==> src/rtl/alu_exec_unit_pkg.sv <==
// ---------------------------------------------------------------------------
// alu_exec_unit_pkg
// Shared definitions for the execute-stage ALU:
//   - 5-bit ALU control codes produced by the decode logic
//   - FSM state encoding for the top-level sequencer
//   - small helpers for signed add/sub overflow detection
// ---------------------------------------------------------------------------
package alu_exec_unit_pkg;

    localparam logic [4:0] ALU_PASS = 5'd0;
    localparam logic [4:0] ALU_ADD  = 5'd1;
    localparam logic [4:0] ALU_SUB  = 5'd2;
    localparam logic [4:0] ALU_AND  = 5'd3;
    localparam logic [4:0] ALU_OR   = 5'd4;
    localparam logic [4:0] ALU_XOR  = 5'd5;
    localparam logic [4:0] ALU_NOR  = 5'd6;
    localparam logic [4:0] ALU_SLL  = 5'd7;
    localparam logic [4:0] ALU_SR   = 5'd8;
    localparam logic [4:0] ALU_SLT  = 5'd9;

    typedef enum logic {
        IDLE  = 1'b0,
        SHIFT = 1'b1
    } state_t;

    // Signed overflow on a+b: both operands share a sign that the sum lost.
    function automatic logic addOverflow(input logic [31:0] a,
                                         input logic [31:0] b,
                                         input logic [31:0] sum);
        return (a[31] == b[31]) && (sum[31] != a[31]);
    endfunction

    // Signed overflow on a-b: operands differ in sign and the difference
    // took the sign of b instead of a.
    function automatic logic subOverflow(input logic [31:0] a,
                                         input logic [31:0] b,
                                         input logic [31:0] diff);
        return (a[31] != b[31]) && (diff[31] != a[31]);
    endfunction

endpackage

==> src/rtl/alu_shift_iter.sv <==
// ---------------------------------------------------------------------------
// alu_shift_iter
// Iterative shifter: moves the work register by at most SHIFT_STEP bit
// positions per clock until the requested amount has been consumed.
// Ports:
//   clk, reset_n   clock / asynchronous active-low reset
//   i_start        load i_value / i_amount / direction and start shifting
//   i_left         1 = shift left, 0 = shift right
//   i_arith        right shifts only: 1 = sign-fill, 0 = zero-fill
//   i_value        value to be shifted
//   i_amount       shift amount (non-zero when i_start is used)
//   i_run          owner is in its shifting state; advance one step
//   o_done         this edge performs the final step
//   o_value        work register after the current step (valid with o_done)
// ---------------------------------------------------------------------------
module alu_shift_iter
    import alu_exec_unit_pkg::*;
#(
    parameter int SHIFT_STEP = 4
) (
    input  logic        clk,
    input  logic        reset_n,
    input  logic        i_start,
    input  logic        i_left,
    input  logic        i_arith,
    input  logic [31:0] i_value,
    input  logic [4:0]  i_amount,
    input  logic        i_run,
    output logic        o_done,
    output logic [31:0] o_value
);

    localparam logic [5:0] STEP = 6'(SHIFT_STEP);

    logic [31:0] r_work;
    logic [5:0]  r_rem;
    logic        r_left;
    logic        r_arith;

    logic [5:0]  w_k;
    logic [31:0] w_next;

    // Step size is the smaller of the per-cycle limit and what is left.
    // Sign-filling right shifts keep bit 31 unchanged, so repeated steps
    // keep replicating the original sign bit.
    always_comb begin
        w_k    = (r_rem < STEP) ? r_rem : STEP;
        w_next = r_work;
        if (r_left) begin
            w_next = r_work << w_k;
        end else if (r_arith) begin
            w_next = $signed(r_work) >>> w_k;
        end else begin
            w_next = r_work >> w_k;
        end
    end

    assign o_done  = i_run && (r_rem <= STEP);
    assign o_value = w_next;

    // Work register and remaining count: loaded on start, then consumed
    // one step per cycle while the owner keeps i_run asserted.
    always_ff @(posedge clk or negedge reset_n) begin
        if (!reset_n) begin
            r_work  <= '0;
            r_rem   <= '0;
            r_left  <= 1'b0;
            r_arith <= 1'b0;
        end else if (i_start) begin
            r_work  <= i_value;
            r_rem   <= {1'b0, i_amount};
            r_left  <= i_left;
            r_arith <= i_arith;
        end else if (i_run) begin
            r_work  <= w_next;
            r_rem   <= r_rem - w_k;
        end
    end

endmodule

==> src/rtl/alu_exec_unit.sv <==
// ---------------------------------------------------------------------------
// alu_exec_unit
// Execute-stage ALU. Combinational ops and zero-amount shifts finish one
// edge after accept; non-zero shifts go through alu_shift_iter and stall
// the upstream handshake until the result is registered.
// Ports:
//   clk, reset_n           clock / asynchronous active-low reset
//   in_valid, in_ready     request handshake
//   alu_ctrl, sign         operation code and signedness
//   in_a, in_b             operands (in_a[4:0] = shift amount, in_b shifted)
//   out_valid, out_ready   result handshake
//   result, zero, overflow registered result and flags
// ---------------------------------------------------------------------------
module alu_exec_unit
    import alu_exec_unit_pkg::*;
#(
    parameter int SHIFT_STEP = 4
) (
    input  logic        clk,
    input  logic        reset_n,
    input  logic        in_valid,
    output logic        in_ready,
    input  logic [4:0]  alu_ctrl,
    input  logic        sign,
    input  logic [31:0] in_a,
    input  logic [31:0] in_b,
    output logic        out_valid,
    input  logic        out_ready,
    output logic [31:0] result,
    output logic        zero,
    output logic        overflow
);

    state_t      r_state;
    state_t      w_state_next;

    logic [31:0] r_result;
    logic        r_zero;
    logic        r_overflow;
    logic        r_out_valid;

    logic        w_accept;
    logic        w_is_shift;
    logic        w_start;
    logic [31:0] w_sum;
    logic [31:0] w_diff;
    logic [31:0] w_alu_result;
    logic        w_alu_ovf;
    logic        w_shift_done;
    logic [31:0] w_shift_value;

    assign in_ready   = (r_state == IDLE) && (!r_out_valid || out_ready);
    assign w_accept   = in_valid && in_ready;
    assign w_is_shift = (alu_ctrl == ALU_SLL) || (alu_ctrl == ALU_SR);
    assign w_start    = w_accept && w_is_shift && (in_a[4:0] != 5'd0);

    assign w_sum  = in_a + in_b;
    assign w_diff = in_a - in_b;

    // Single-cycle operations. Shift codes only reach the output from here
    // when the amount is zero, so passing in_b through is their result.
    always_comb begin
        w_alu_result = '0;
        w_alu_ovf    = 1'b0;
        case (alu_ctrl)
            ALU_PASS: w_alu_result = in_b;
            ALU_ADD: begin
                w_alu_result = w_sum;
                w_alu_ovf    = sign && addOverflow(in_a, in_b, w_sum);
            end
            ALU_SUB: begin
                w_alu_result = w_diff;
                w_alu_ovf    = sign && subOverflow(in_a, in_b, w_diff);
            end
            ALU_AND:  w_alu_result = in_a & in_b;
            ALU_OR:   w_alu_result = in_a | in_b;
            ALU_XOR:  w_alu_result = in_a ^ in_b;
            ALU_NOR:  w_alu_result = ~(in_a | in_b);
            ALU_SLL:  w_alu_result = in_b;
            ALU_SR:   w_alu_result = in_b;
            ALU_SLT: begin
                if (sign) begin
                    w_alu_result = {31'd0, $signed(in_a) < $signed(in_b)};
                end else begin
                    w_alu_result = {31'd0, in_a < in_b};
                end
            end
            default:  w_alu_result = '0;
        endcase
    end

    alu_shift_iter #(
        .SHIFT_STEP (SHIFT_STEP)
    ) u_shift (
        .clk      (clk),
        .reset_n  (reset_n),
        .i_start  (w_start),
        .i_left   (alu_ctrl == ALU_SLL),
        .i_arith  (sign),
        .i_value  (in_b),
        .i_amount (in_a[4:0]),
        .i_run    (r_state == SHIFT),
        .o_done   (w_shift_done),
        .o_value  (w_shift_value)
    );

    // State register.
    always_ff @(posedge clk or negedge reset_n) begin
        if (!reset_n) begin
            r_state <= IDLE;
        end else begin
            r_state <= w_state_next;
        end
    end

    // Next state: leave IDLE only for a shift that actually moves bits,
    // and come back on the edge that performs the last step.
    always_comb begin
        w_state_next = r_state;
        case (r_state)
            IDLE:    if (w_start)      w_state_next = SHIFT;
            SHIFT:   if (w_shift_done) w_state_next = IDLE;
            default: w_state_next = IDLE;
        endcase
    end

    // Output registers. A new result takes priority over draining, which
    // is what gives back-to-back results when out_ready and a new accept
    // coincide. Otherwise everything holds until downstream takes it.
    always_ff @(posedge clk or negedge reset_n) begin
        if (!reset_n) begin
            r_result    <= '0;
            r_zero      <= 1'b0;
            r_overflow  <= 1'b0;
            r_out_valid <= 1'b0;
        end else if (w_accept && !w_start) begin
            r_result    <= w_alu_result;
            r_zero      <= (w_alu_result == 32'd0);
            r_overflow  <= w_alu_ovf;
            r_out_valid <= 1'b1;
        end else if ((r_state == SHIFT) && w_shift_done) begin
            r_result    <= w_shift_value;
            r_zero      <= (w_shift_value == 32'd0);
            r_overflow  <= 1'b0;
            r_out_valid <= 1'b1;
        end else if (out_ready) begin
            r_out_valid <= 1'b0;
        end
    end

    assign result    = r_result;
    assign zero      = r_zero;
    assign overflow  = r_overflow;
    assign out_valid = r_out_valid;

endmodule

==> config.mk <==
export PLATFORM = sky130hd
export DESIGN_NAME = alu_exec_unit
export DESIGN_NICKNAME = d
export VERILOG_FILES = /design/src/rtl/alu_exec_unit_pkg.sv /design/src/rtl/alu_shift_iter.sv /design/src/rtl/alu_exec_unit.sv
export SDC_FILE = /design/constraint.sdc
export NUM_CORES = 1
export LEC_CHECK = 0
export BUFFER_PORTS_ARGS = -buffer_cell sky130_fd_sc_hd__buf_2
export CAP_MARGIN = 20
export CORE_MARGIN = 4
export CORE_UTILIZATION = 38
export CTS_CLUSTER_DIAMETER = 200
export DETAILED_ROUTE_END_ITERATION = 12
export MAX_ROUTING_LAYER = met4
export PLACE_DENSITY = 0.56
export REMOVE_ABC_BUFFERS = 1
export SLEW_MARGIN = 20
export SYNTH_ARGS = -nofsm -noshare
export SYNTH_HDL_FRONTEND = slang
export SYNTH_SLANG_ARGS = --single-unit
==> constraint.sdc <==
create_clock -name clk -period 6.9 [get_ports clk]
set_input_delay 1.035 -clock clk [delete_from_list [all_inputs] [get_ports clk]]
set_output_delay 1.035 -clock clk [all_outputs]
set_load 0.02 [all_outputs]
==> results.md, run 1 <==
- The run finished with clean final reports.
- The total length of routed wires is 50100 um.
- Fill cells in the final layout number 3244.
- The final setup violation count is 0.
- The critical path goes through buf_2 > inv_1 > ha_1 > inv_1 > fa_1 > nor2b_1 > o311ai_1 > a21oi_2 > o211a_1 > a21oi_1 > o221ai_1 > a221o_1 > nand4bb_1 > nor4_1 > nand3_1 > o211ai_1.
- The tree is rooted in a clkbuf_16.
- The static leakage power is 5.54 nW.
- The library cells used most frequently in the layout, excluding fill and tap cells, are nand2_1, a21oi_1, nor2_1.
- The largest clock skew in the final design is 0.00812 ns.
- The full die area is 33800 um2.
- The floorplan step set the die height to 184 um.
- Before CTS, the worst setup slack after placement is 1.97 ns.
- For the pin with the worst max-slew slack, the measured transition is 1.01 ns.
- The total congestion overflow after global routing is 0.
- The largest net degree at the start of global routing is 56.
- The number of iterations in the first detailed-routing pass is 8.
- The via count of the first global-routing pass is 12800.
- The total number of placement rows is 64.
- In this design, the stage delay of the slowest critical-path cell is 0.64 ns.
- After the last flow step, the layout net total stands at 1825.
- The number of cells in the finished layout apart from fillers is 2046.
- Yosys printed 0 warnings.
- The worst path uses 68.0% of the clock period.
- The most prevalent standard cell on the critical path is inv_1.
- The number of nets still failing antenna checks after routing is 0.
- The tightest min-delay check is of the flip-flop to flip-flop type.
- The minimum hold slack is 0.511 ns.
- In this run, synthesis inferred 0 flip-flops with an integrated enable.
- Data arrives at the worst endpoint at 4.95 ns.
- Routability-driven placement finished with a final weighted congestion of 1.02.
- The post-CTS clock slew at the launch and capture registers of the worst setup and hold paths is 0.06 ns.
- The final number of max-transition violations was 0.
- STA puts the critical path data required time at 7.15 ns.
- In this run, placement finished with an instance count of 2030.
- The deepest level of the CTS H-tree is 3.
- Buffers placed on the I/O ports in this run total 109.
- The final worst slack is 2.21 ns.
- In this run the deepest clock path goes through 2 buffers.
- Post-CTS repair changed the size of 0 cells.
- The final HPWL from detailed placement is 38100 um.
- The maximum clock frequency is 213 MHz.
- The die boundary width is 184 um.
- The max capacitance violation total is 0.
- At the later pin of the worst-skew pair, clock insertion delay measures 0.34 ns.
- Using the TritonRoute via totals, the vias-per-cell ratio works out to 6.58.
- The first global-routing pass estimated 76500 um of wire.
- The mean area per synthesized cell is 7.30 um2.
- Dividing the detail-routed wire length by the instance count gives 24.5 um.
- Summed over all failing endpoints, the final setup total negative slack is 0 ns.
- The part of the Yosys area used for sequential elements is 16.2%.
- The summed instance area of the synthesized netlist is 11800 um2.
- After detailed routing, the number of remaining DRC violations is 0.
- The combined global-route utilization of all metal layers is 29.3%.
- The kind of critical path is input port to flip-flop.
- The core footprint is 30600 um2.
- The maximum resistive drop on vdd is 0.000159 V.
- The number of I/O pins is 110.
- The initial antenna violation count is 0.
- Leaving out fill and tap cells, the most frequent cell in the layout is nand2_1.
- The worst setup path is launched from an input port.
- The via count is 13500.
- The area added between synthesis and finish is 9.27%.
- In this run, post-CTS hold repair placed 0 buffers.
- For this design, the sink count on the clock tree is 76.
- The maximum net fanout on the critical path is 10.
- The tightest slew margin relative to the limit is 32.6%.
- The total power of the final layout is 3.73 mW.
- Cells with a size suffix above 1 make up 12.4% of the layout.
- 0 antenna diodes ended up in the layout.
- The largest individual stage delay along the critical path comes from the cell o311ai_1.
- The worst setup path is captured at a flip-flop.
- The detailed router finished its first iteration with 1723 violations.
- TritonCTS built the clock tree.
- After synthesis, the netlist uses 96 different library cells.
- Setup repair after global routing left no endpoint under its margin.
- The clock period could shrink to 4.69 ns.
- The number of setup buffers added after CTS is 0.
- The most used flip-flop cell after synthesis is dfrtp_1.
- The starting density of the core is 38.5%.
- The share of flip-flops with an asynchronous set or reset after synthesis is 100%.
- The number of standard cells after synthesis is 1611.
- After synthesis the netlist holds a flip-flop and latch count of 76.
- TritonCTS created 9 clock buffers.
- For this design the ratio of total power to cell area is 290 nW/um2.
- The final hold violation count is 0.
[cells by family (layout without fill, tap and decap cells)]
group | after synthesis | count (layout) | synth area share, %
AOI/OAI and AO/OA | 587 | 587 | 34.5
xor gates and xnor gates | 21 | 21 | 1.56
adders and majority gates | 106 | 106 | 11.4
buffers and inverters | 213 | 252 | 7.24
DFF | 76 | 76 | 16.2
muxes | 64 | 64 | 7.08
other | 1 | 1 | 0.0319
and+or+nand+nor | 543 | 543 | 22.0
[worst max-delay path: cells and delay by family]
| kind | cells | cell delay [ns] |
|---|---|---|
| AO/OA/AOI/OAI | 7 | 2.33 |
| adder cells (fa/ha/maj) | 2 | 0.58 |
| buffers and inverters | 3 | 0.33 |
| AND/OR/NAND/NOR | 4 | 0.67 |
[layer usage]
metal  vias up  global-route usage, %  part of all wire, %
met5         -                      -                    0
met3        93                   4.91                  8.5
met2       683                   45.2                   45
met4         0                   7.87                  2.6
li1       6107                      -                    -
met1      6571                   40.1                   44
[per-stage QoR]
step	util [%]	cell area, um2
2_1_floorplan	-	11300
3_3_place_gp	41.1	12600
3_5_place_dp	41.1	12600
4_1_cts	42.0	12900
5_1_grt	42.0	12900
6_report	42.0	12900
[synthesized netlist by cell type (29+ instances only)]
master    instances  share of area, %
mux2i_1          45               3.8
ha_1            104                11
a21oi_1         146               6.2
nand3_1          33               1.4
nor3_1           34               1.4
nand2_1         189               6.0
dfrtp_1          76                16
a211oi_1         33               2.1
buf_2            29               1.2
inv_1            97               3.1
o21ai_0         104               4.4
clkbuf_1         66               2.1
nor2_1          136               4.3
a22oi_1          57               3.6
a221o_1          31               2.6
[sequential cells by signal (all words and copies together) (netlist names)]
signal           cells
overflow             1
u_shift.r_work      32
u_shift.r_arith      1
u_shift.r_left       1
u_shift.r_rem        6
r_state              1
out_valid            1
result              32
zero                 1
[cell type report]
type | count | area (um2) | area share (%)
Inverter | 99 | 372 | 2.89
Multi-Input combinational cell | 1322 | 9030 | 70.3
Clock inverter | 3 | 20.0 | 0.156
Clock buffer | 13 | 270 | 2.10
Sequential cell | 76 | 1900 | 14.8
Tap cell | 396 | 495 | 3.85
Timing Repair Buffer | 137 | 758 | 5.90
[power by group]
group	internal, mW	switching (mW)	total, mW
clock network	0.273	0.197	0.471
logic	0.828	1.48	2.31
registers	0.626	0.322	0.948
[worst paths after layout]
kind,slack [ns],startpoint,to,cells past startpoint
setup reg to reg,2.84,u_shift.r_rem[0],zero,9
hold reg to reg,0.51,u_shift.r_left,u_shift.r_left,2
min in group asynchronous,0.67,reset_n,u_shift.r_work[7],1
hold / removal,0.51,u_shift.r_left,u_shift.r_left,2
setup / recovery,2.21,in_a[0],zero,16
max in group asynchronous,5.29,reset_n,u_shift.r_left,2
No activity file was read; power rests on OpenSTA's default activity.
==> run 2, diff against run 1 <==
--- a/config.mk
+++ b/config.mk
@@ -5,6 +5,7 @@
 export SDC_FILE = /design/constraint.sdc
 export NUM_CORES = 1
 export LEC_CHECK = 0
+export ABC_AREA = 1
 export BUFFER_PORTS_ARGS = -buffer_cell sky130_fd_sc_hd__buf_2
 export CAP_MARGIN = 20
 export CORE_MARGIN = 4
@@ -12,7 +13,7 @@
 export CTS_CLUSTER_DIAMETER = 200
 export DETAILED_ROUTE_END_ITERATION = 12
 export MAX_ROUTING_LAYER = met4
-export PLACE_DENSITY = 0.56
+export PLACE_DENSITY = 0.58
 export REMOVE_ABC_BUFFERS = 1
 export SLEW_MARGIN = 20
 export SYNTH_ARGS = -nofsm -noshare
==> constraint.sdc (replaced) <==
create_clock -name clk -period 3.8 [get_ports clk]
set_input_delay 0.57 -clock clk [delete_from_list [all_inputs] [get_ports clk]]
set_output_delay 0.57 -clock clk [all_outputs]
set_load 0.02 [all_outputs]
==> run 2 against run 1 <==
Compared with the run above: wire length is 12% higher; worst setup slack worse by 1.7 ns; clock power increased by 110%; area after synthesis rose by 6.7%; count of clock-buffer cells in the layout down 2; sequential share of layout area down 1.2 points; worst hold slack lost 0.20 ns; die area rose by 6.4%; clock skew increased by 0.0010 ns; via count increased by 15%; largest cell class unchanged; largest power group unchanged.
==> results.md, run 2 <==
- The fraction of final layout cells with drive strength greater than 1 is 8.73% (was 12.4%).
- The max capacitance violation total is 0 (unchanged).
- The count of flip-flops with a built-in enable after synthesis is 0 (unchanged).
- The post-CTS clock slew at the launch and capture registers of the worst setup and hold paths is 0.06 ns (about the same).
- The largest net degree at the start of global routing is 62 (was 56).
- The count of buffer and inverter cells on the critical path came to 3 (unchanged).
- The summed instance area of the synthesized netlist came to 12600 um2 (was 11800 um2).
- The number of nets still failing antenna checks after routing is 0 (unchanged).
- The largest family of logic cells by synthesized area is simple AND/OR/NAND/NOR gates (was compound AO/OA/AOI/OAI gates).
- For the finished layout, the period the worst path requires is 3.34 ns.
- The xor and xnor area share after synthesis came to 0% (was 1.56%).
- Setup repair after global routing missed its margin: false (unchanged).
- The largest clock skew in the final design was 0.00914 ns (was 0.00812 ns).
- The leading cell type by number of instances after synthesis was nand2_1 (unchanged).
- The number of antenna diodes is 0 (unchanged).
- The final hold violation count is 0 (unchanged).
- The final-layout setup total negative slack was 0 ns (unchanged).
- The deepest level of the CTS H-tree was 3 (unchanged).
- The number of I/O pins is 110 (unchanged).
- The measured slew at the worst slew-check pin is 0.824 ns (was 1.01 ns).
- The number of setup buffers added after CTS is 0 (unchanged).
- The total length of routed wires came to 56200 um (was 50100 um).
- The routed wire length per instance is 20.0 um (was 24.5 um).
- The type of element capturing the critical path was a flip-flop (unchanged).
- The worst reg-to-reg setup slack is 0.79 ns (was 2.84 ns).
- The tightest slew margin relative to the limit was 45.0% (was 32.6%).
- The final setup violation count is 0 (unchanged).
- The maximum net fanout on the critical path came to 5 (was 10).
- The area occupied by multi-input gates is 8870 um2 (was 9030 um2).
- The TritonCTS clock tree was yes (unchanged).
- The starting density of the core was 38.6% (was 38.5%).
- The combined global-route utilization of all metal layers came to 31.2% (was 29.3%).
- The predominant post-synthesis flop cell is dfrtp_1 (unchanged).
- The initial antenna violation count is 0 (unchanged).
- The number of DRC markers in iteration 0 is 1807 (was 1723).
- The total number of placement rows is 66 (was 64).
- The launching element type of the critical path is an input port (unchanged).
- The number of clock buffers inserted by TritonCTS is 9 (unchanged).
- The core footprint came to 32500 um2 (was 30600 um2).
- The root buffer cell is clkbuf_16 (unchanged).
- The total power of the final layout is 7.39 mW (was 3.73 mW).
- The cell area power density is 529 nW/um2 (was 290 nW/um2).
- The portion of the clock cycle consumed by the worst path in the final layout is 87.9%.
- Based on the critical path, the design can be clocked at up to 299 MHz.
- The number of distinct library cells after synthesis is 51 (was 96).
- The share of flip-flops with an asynchronous set or reset after synthesis is 100% (unchanged).
- The hold-fix buffer count after cts is 0 (unchanged).
- The peak per-stage delay on the critical path was 0.46 ns (was 0.64 ns).
- The count of input and output buffers is 109 (unchanged).
- The number of filler instances in the final layout came to 3755 (was 3244).
- The most prevalent standard cell on the critical path was nand2_1 (was inv_1).
- The static leakage power is 7.81 nW (was 5.54 nW).
- The die height is 190 um (was 184 um).
- The placer's final routability congestion estimate is 0.961 (was 1.02).
- The top cell family by delay on the critical path is simple AND/OR/NAND/NOR gates (was compound AO/OA/AOI/OAI gates).
- The final number of max-transition violations is 0 (unchanged).
- The post-synthesis mux area share came to 0% (was 7.08%).
- The vias per cell is 5.48 (was 6.58).
- Status: completed (unchanged).
- The share of synthesized cell area in full adder, half adder and majority cells is 10.7% (was 11.4%).
- The type of the worst min-delay path is input port to asynchronous set/reset pin (was flip-flop to flip-flop).
- The maximum resistive drop on vdd was 0.000329 V (was 0.000159 V).
- The fraction of post-synthesis cell area in the top cell type by area is 23.3% (was 16.2%).
- The via count is 15400 (was 13500).
- The reg-to-reg critical path startpoint was u_shift.r_rem[2] (was u_shift.r_rem[0]).
- The mean area per synthesized cell came to 5.48 um2 (was 7.30 um2).
- The clock latency at the later pin of the worst-skew pair is 0.34 ns (about the same).
- The maximum clock path buffer count was 2 (unchanged).
- The kind of critical path is input port to flip-flop (unchanged).
- Most frequent cells in the layout: nand2_1, inv_1, nand3_1 (was nand2_1, a21oi_1, nor2_1).
- The count of unresolved DRC violations after routing is 0 (unchanged).
- The number of cells in the finished layout apart from fillers is 2814 (was 2046).
- The final HPWL from detailed placement came to 45800 um (was 38100 um).
- The number of gates given a new drive strength after cts is 0 (unchanged).
- The required time of the worst setup path came to 4.06 ns (was 7.15 ns).
- The first-pass GRT wire length is 85000 um (was 76500 um).
- The net count of the finished layout is 2548 (was 1825).
- The number of warnings issued by yosys is 0 (unchanged).
- The total congestion overflow after global routing is 0 (unchanged).
- The die boundary width came to 190 um (was 184 um).
- The cell type with the largest total area after synthesis is nand2_1 (was dfrtp_1).
- The part of the Yosys area used for sequential elements is 15.1% (was 16.2%).
- The clock net sink count is 76 (unchanged).
- The post-place setup slack came to 0.252 ns (was 1.97 ns).
- Cell-by-cell listing of the critical path: buf_2 > inv_1 > ha_1 > inv_1 > fa_1 > nand2_1 > nand2_1 > nand3_1 > nand2_1 > nand3_1 > nand2_1 > nor2_1 > nor2_1 > nor2_1 > nand2_1 > nor2_1 > nand2_1 > nor2_1 > nand3_1 > a21oi_1 (was buf_2 > inv_1 > ha_1 > inv_1 > fa_1 > nor2b_1 > o311ai_1 > a21oi_2 > o211a_1 > a21oi_1 > o221ai_1 > a221o_1 > nand4bb_1 > nor4_1 > nand3_1 > o211ai_1).
- The critical path arrival was 3.60 ns (was 4.95 ns).
- The via count of the first global-routing pass is 14600 (was 12800).
- The endpoint of the most critical register-to-register path is zero (unchanged).
- The most common cell after layout, fill and taps aside is nand2_1 (unchanged).
- The area taken by flip-flops and latches came to 1900 um2 (about the same).
- The number of standard cells after synthesis is 2290 (was 1611).
- The post-synthesis share of cell area spent on and, or, nand and nor gates is 44.8% (was 22.0%).
- The slowest library cell on the worst path was fa_1 (was o311ai_1).
- The number of cells after detailed placement is 2799 (was 2030).
- The number of iterations in the first detailed-routing pass is 6 (was 8).
- The area added between synthesis and finish came to 11.3% (was 9.27%).
- Cell types with the highest counts after synthesis: nand2_1, inv_1, nand3_1, nor2_1, ha_1 (was nand2_1, a21oi_1, nor2_1, ha_1, o21ai_0).
- The number of synthesized register bits is 76 (unchanged).
- The full die area was 36000 um2 (was 33800 um2).
- The path depth of the worst reg2reg path is 15 (was 9).
- The final worst slack came to 0.460 ns (was 2.21 ns).
- Top cells by area, synth: nand2_1, dfrtp_1, inv_1 (was dfrtp_1, ha_1, a21oi_1).
- The share of the core filled with cells in the final layout is 42.9% (was 42.0%).
- The complex-gate fraction of the synthesized area is 15.0% (was 34.5%).
## run 2: cell types whose count changed in the layout (fill, tap and decap cells not counted), moves of 33 or more
| cell | delta |
|---|---|
| nand2_1 | +590 |
| inv_1 | +264 |
| nand3_1 | +220 |
| nor2_1 | +93 |
| a21oi_1 | -51 |
| mux2i_1 | -45 |
| a22oi_1 | -39 |
| o221ai_1 | +33 |
## run 2: layout make-up
class | instances | area share [%]
timing repair buffer | 154 | 6.61
clock buffer | 11 | 1.74
inverter | 367 | 9.88
multi-input combinational | 1760 | 63.5
clock inverter | 4 | 0.699
tap | 442 | 3.96
sequential | 76 | 13.6
## run 2: logic make-up (layout without fill, tap and decap cells)
logic type / count (synthesis) / in the layout
flops: 76 / 76
other cells: 1 / 1
compound gates: 304 / 304
buf+inv: 454 / 536
simple gates: 1349 / 1349
fa+ha+maj: 106 / 106
## run 2: power breakdown
| part | total [mW] | internal [mW] | switching [mW] | leakage [nW] |
|---|---|---|---|---|
| logic | 4.94 | 1.50 | 3.44 | 6.66 |
| registers | 1.45 | 1.16 | 0.287 | 0.984 |
| clock network | 1.00 | 0.657 | 0.346 | 0.162 |
| total | 7.39 | 3.32 | 4.07 | 7.81 |
## run 2: how the worst max path moves through the flow
stage	startpoint	to	slack (ns)	depth (start not counted)
final	in_a[0]	zero	0.46	20
after global routing	in_a[0]	zero	0.31	20
after CTS	in_a[0]	zero	0.59	20
after detailed placement	in_a[0]	zero	0.25	20
after global placement	in_a[0]	zero	0.21	20
after floorplan	r_state	result[16]	0.29	4
## run 2: stage by stage
stage | hold slack [ns] | instance area (um2)
finish | 0.308 | 14000
detailed placement | 0.470 | 13600
global route | 0.375 | 14000
floorplan | 0.274 | 12100
CTS | 0.342 | 14000
global placement | 0.467 | 13600
## run 2: layer usage
layer / part of all wire, % / global-route usage [%]
met1: 45 / 43.2
met2: 45 / 49.4
met3: 7.0 / 2.37
met4: 2.7 / 8.76
met5: 0 / -
## run 2: worst reg2reg max path, cell delays in order (launching register included)
cell and delay, ns:
dfrtp_1 0.44, nor2_4 0.31, nand2_4 0.21, nor2_8 0.40, nand2_1 0.23, nand3_1 0.12, nand2_1 0.05, o21ai_0 0.21
nand2_1 0.21, nor2_1 0.13, nand2_1 0.09, nor2_1 0.10, nand3_1 0.08, nor2_1 0.13, nor2_1 0.07, a21oi_1 0.15
==> run 3, diff against run 2 <==
--- a/config.mk
+++ b/config.mk
@@ -10,6 +10,7 @@
 export CAP_MARGIN = 20
 export CORE_MARGIN = 4
 export CORE_UTILIZATION = 38
+export CTS_BUF_LIST = sky130_fd_sc_hd__clkbuf_8
 export CTS_CLUSTER_DIAMETER = 200
 export DETAILED_ROUTE_END_ITERATION = 12
 export MAX_ROUTING_LAYER = met4
==> run 3 against run 2 <==
Compared with the run above: fmax is 2.1% higher; global-route usage hardly changed; non-clock buffer count stayed put; worst hold slack worse by 0.037 ns; sequential share of layout area is 0.099 points higher; wire length is 0.15% higher; design area is 0.73% lower; core utilization is 0.31 points lower; critical path depth stayed put; first-iteration DRC count is 3.7% lower; die area stayed put; final cell count stayed put.
==> results.md, run 3 (same netlist as run 2, synthesis figures left out) <==
- Status: completed (unchanged).
- The total power of the final layout is 7.17 mW (was 7.39 mW).
- The number of setup buffers added after CTS came to 0 (unchanged).
- The area added between synthesis and finish was 10.5% (was 11.3%).
- The number of nets still failing antenna checks after routing is 0 (unchanged).
- The tightest slew margin relative to the limit was 44.0% (was 45.0%).
- The maximum net fanout on the critical path is 5 (unchanged).
- The met1 track demand over resource was 43.4% (was 43.2%).
- The deepest level of the CTS H-tree is 3 (unchanged).
- The slowest library cell on the worst path is fa_1 (unchanged).
- The peak per-stage delay on the critical path is 0.46 ns (about the same).
- The die boundary width came to 190 um (unchanged).
- The final number of max-transition violations is 0 (unchanged).
- The global routing met2 resource utilization is 49.3% (was 49.4%).
- The starting density of the core is 38.6% (unchanged).
- The full die area is 36000 um2 (unchanged).
- The final setup violation count is 0 (unchanged).
- The largest net degree at the start of global routing was 62 (unchanged).
- The number of filler instances in the final layout was 3775 (was 3755).
- The final HPWL from detailed placement came to 45800 um (unchanged).
- The final hold violation count was 0 (unchanged).
- The total congestion overflow after global routing is 0 (unchanged).
- The type of the worst min-delay path is input port to asynchronous set/reset pin (unchanged).
- The total number of placement rows is 66 (unchanged).
- The routed wire length per instance is 20.0 um (about the same).
- The post-place setup slack is 0.252 ns (unchanged).
- The root buffer cell is clkbuf_8 (was clkbuf_16).
- The maximum resistive drop on vdd is 0.000311 V (was 0.000329 V).
- The top cell family by delay on the critical path is simple AND/OR/NAND/NOR gates (unchanged).
- The combined global-route utilization of all metal layers was 31.2% (about the same).
- The portion of the clock cycle consumed by the worst path in the final layout is 86.1% (was 87.9%).
- The share of the core filled with cells in the final layout came to 42.6% (was 42.9%).
- The count of buffer and inverter cells on the critical path is 3 (unchanged).
- The placed instance area is 13600 um2 (unchanged).
- The clock latency at the later pin of the worst-skew pair is 0.37 ns (was 0.34 ns).
- The maximum clock path buffer count was 2 (unchanged).
- Most frequent cells in the layout: nand2_1, inv_1, nand3_1 (unchanged).
- The die height was 190 um (unchanged).
- The post-layout minimum cycle time is 3.27 ns (was 3.34 ns).
- Cell-by-cell listing of the critical path: buf_2 > inv_1 > ha_1 > inv_1 > fa_1 > nand2_1 > nand2_1 > nand3_1 > nand2_1 > nand3_1 > nand2_1 > nor2_1 > nor2_1 > nor2_1 > nand2_1 > nor2_1 > nand2_1 > nor2_1 > nand3_1 > a21oi_1 (unchanged).
- The final worst slack is 0.530 ns (was 0.460 ns).
- The net count of the finished layout was 2548 (unchanged).
- The post-CTS clock slew at the launch and capture registers of the worst setup and hold paths is 0.08 ns (was 0.06 ns).
- The maximum clock frequency is 306 MHz (was 299 MHz).
- The critical path arrival is 3.56 ns (was 3.60 ns).
- The count of input and output buffers is 109 (unchanged).
- The total length of routed wires is 56200 um (about the same).
- The via count of the first global-routing pass came to 14600 (about the same).
- The core footprint is 32500 um2 (unchanged).
- The fraction of final layout cells with drive strength greater than 1 is 8.73% (unchanged).
- The initial antenna violation count came to 0 (unchanged).
- The static leakage power is 7.77 nW (was 7.81 nW).
- The minimum hold slack is 0.272 ns (was 0.308 ns).
- The number of cells after detailed placement is 2799 (unchanged).
- The launching element type of the critical path is an input port (unchanged).
- The required time of the worst setup path was 4.09 ns (was 4.06 ns).
- The number of iterations in the first detailed-routing pass came to 5 (was 6).
- The area taken by flip-flops and latches is 1900 um2 (unchanged).
- The final design instance area without fill was 13900 um2 (was 14000 um2).
- The vias per cell is 5.49 (was 5.48).
- The clock net sink count is 76 (unchanged).
- The number of I/O pins was 110 (unchanged).
- The number of cells in the finished layout apart from fillers is 2814 (unchanged).
- The hold-fix buffer count after cts is 0 (unchanged).
- The count of unresolved DRC violations after routing was 0 (unchanged).
- The type of element capturing the critical path is a flip-flop (unchanged).
- The most prevalent standard cell on the critical path is nand2_1 (unchanged).
- The number of DRC markers in iteration 0 is 1740 (was 1807).
- The number of antenna diodes came to 0 (unchanged).
- The global-route track usage on met3 is 2.31% (was 2.37%).
- The measured slew at the worst slew-check pin is 0.837 ns (was 0.824 ns).
- The number of gates given a new drive strength after cts came to 0 (unchanged).
- The largest clock skew in the final design is 0.0126 ns (was 0.00914 ns).
- The via count is 15400 (about the same).
- The final-layout setup total negative slack is 0 ns (unchanged).
- Setup repair after global routing missed its margin: false (unchanged).
- The kind of critical path is input port to flip-flop (unchanged).
- The cell area power density is 517 nW/um2 (was 529 nW/um2).
- The most used routing layer in global routing is met2 (unchanged).
- The placer's final routability congestion estimate is 0.961 (unchanged).
- The first-pass GRT wire length was 85000 um (about the same).
- The number of clock buffers inserted by TritonCTS was 9 (unchanged).
- The most common cell after layout, fill and taps aside is nand2_1 (unchanged).
- The max capacitance violation total is 0 (unchanged).
- The TritonCTS clock tree is yes (unchanged).
- The area occupied by multi-input gates is 8870 um2 (unchanged).
-- run 3: worst register-to-register path, cell delays in order (launching register included) --
cell and delay [ns]:
dfrtp_1 0.45, nor2_4 0.31, nand2_4 0.21, nor2_8 0.40
nand2_1 0.23, nand3_1 0.12, nand2_1 0.05, o21ai_0 0.23
nand2_1 0.23, nor2_1 0.13, nand2_1 0.08, nor2_1 0.10
nand3_1 0.08, nor2_1 0.13, nor2_1 0.07, a21oi_1 0.15
-- run 3: final timing paths --
path	from	endpoint	slack, ns	depth (start not counted)
worst min register to register	result[30]	result[30]	0.49	2
worst min-delay path	reset_n	u_shift.r_work[27]	0.27	1
worst max register to register	u_shift.r_rem[2]	zero	0.73	15
min in group clk	out_ready	out_valid	0.39	2
worst max-delay path	in_a[0]	zero	0.53	20
max in group asynchronous	reset_n	u_shift.r_rem[3]	2.72	2
-- run 3: layout make-up --
type	count	share of cell area, %
well taps	442	3.99
clock buffers	10	0.992
clock inverters	5	0.731
repair buffers	154	6.66
inverters	367	9.95
multi-input cells	1760	64.0
flip-flops and latches	76	13.7
-- run 3: report_power, final --
group	total (mW)	switching, mW	internal [mW]
clock	0.775	0.327	0.449
combinational	4.95	3.45	1.50
sequential	1.45	0.291	1.16
-- run 3: routing by layer --
metal / part of all wire [%] / up-vias
li1: - / 7465
met1: 45 / 7236
met2: 46 / 675
met3: 6.9 / 72
met4: 2.3 / 0
met5: 0 / -
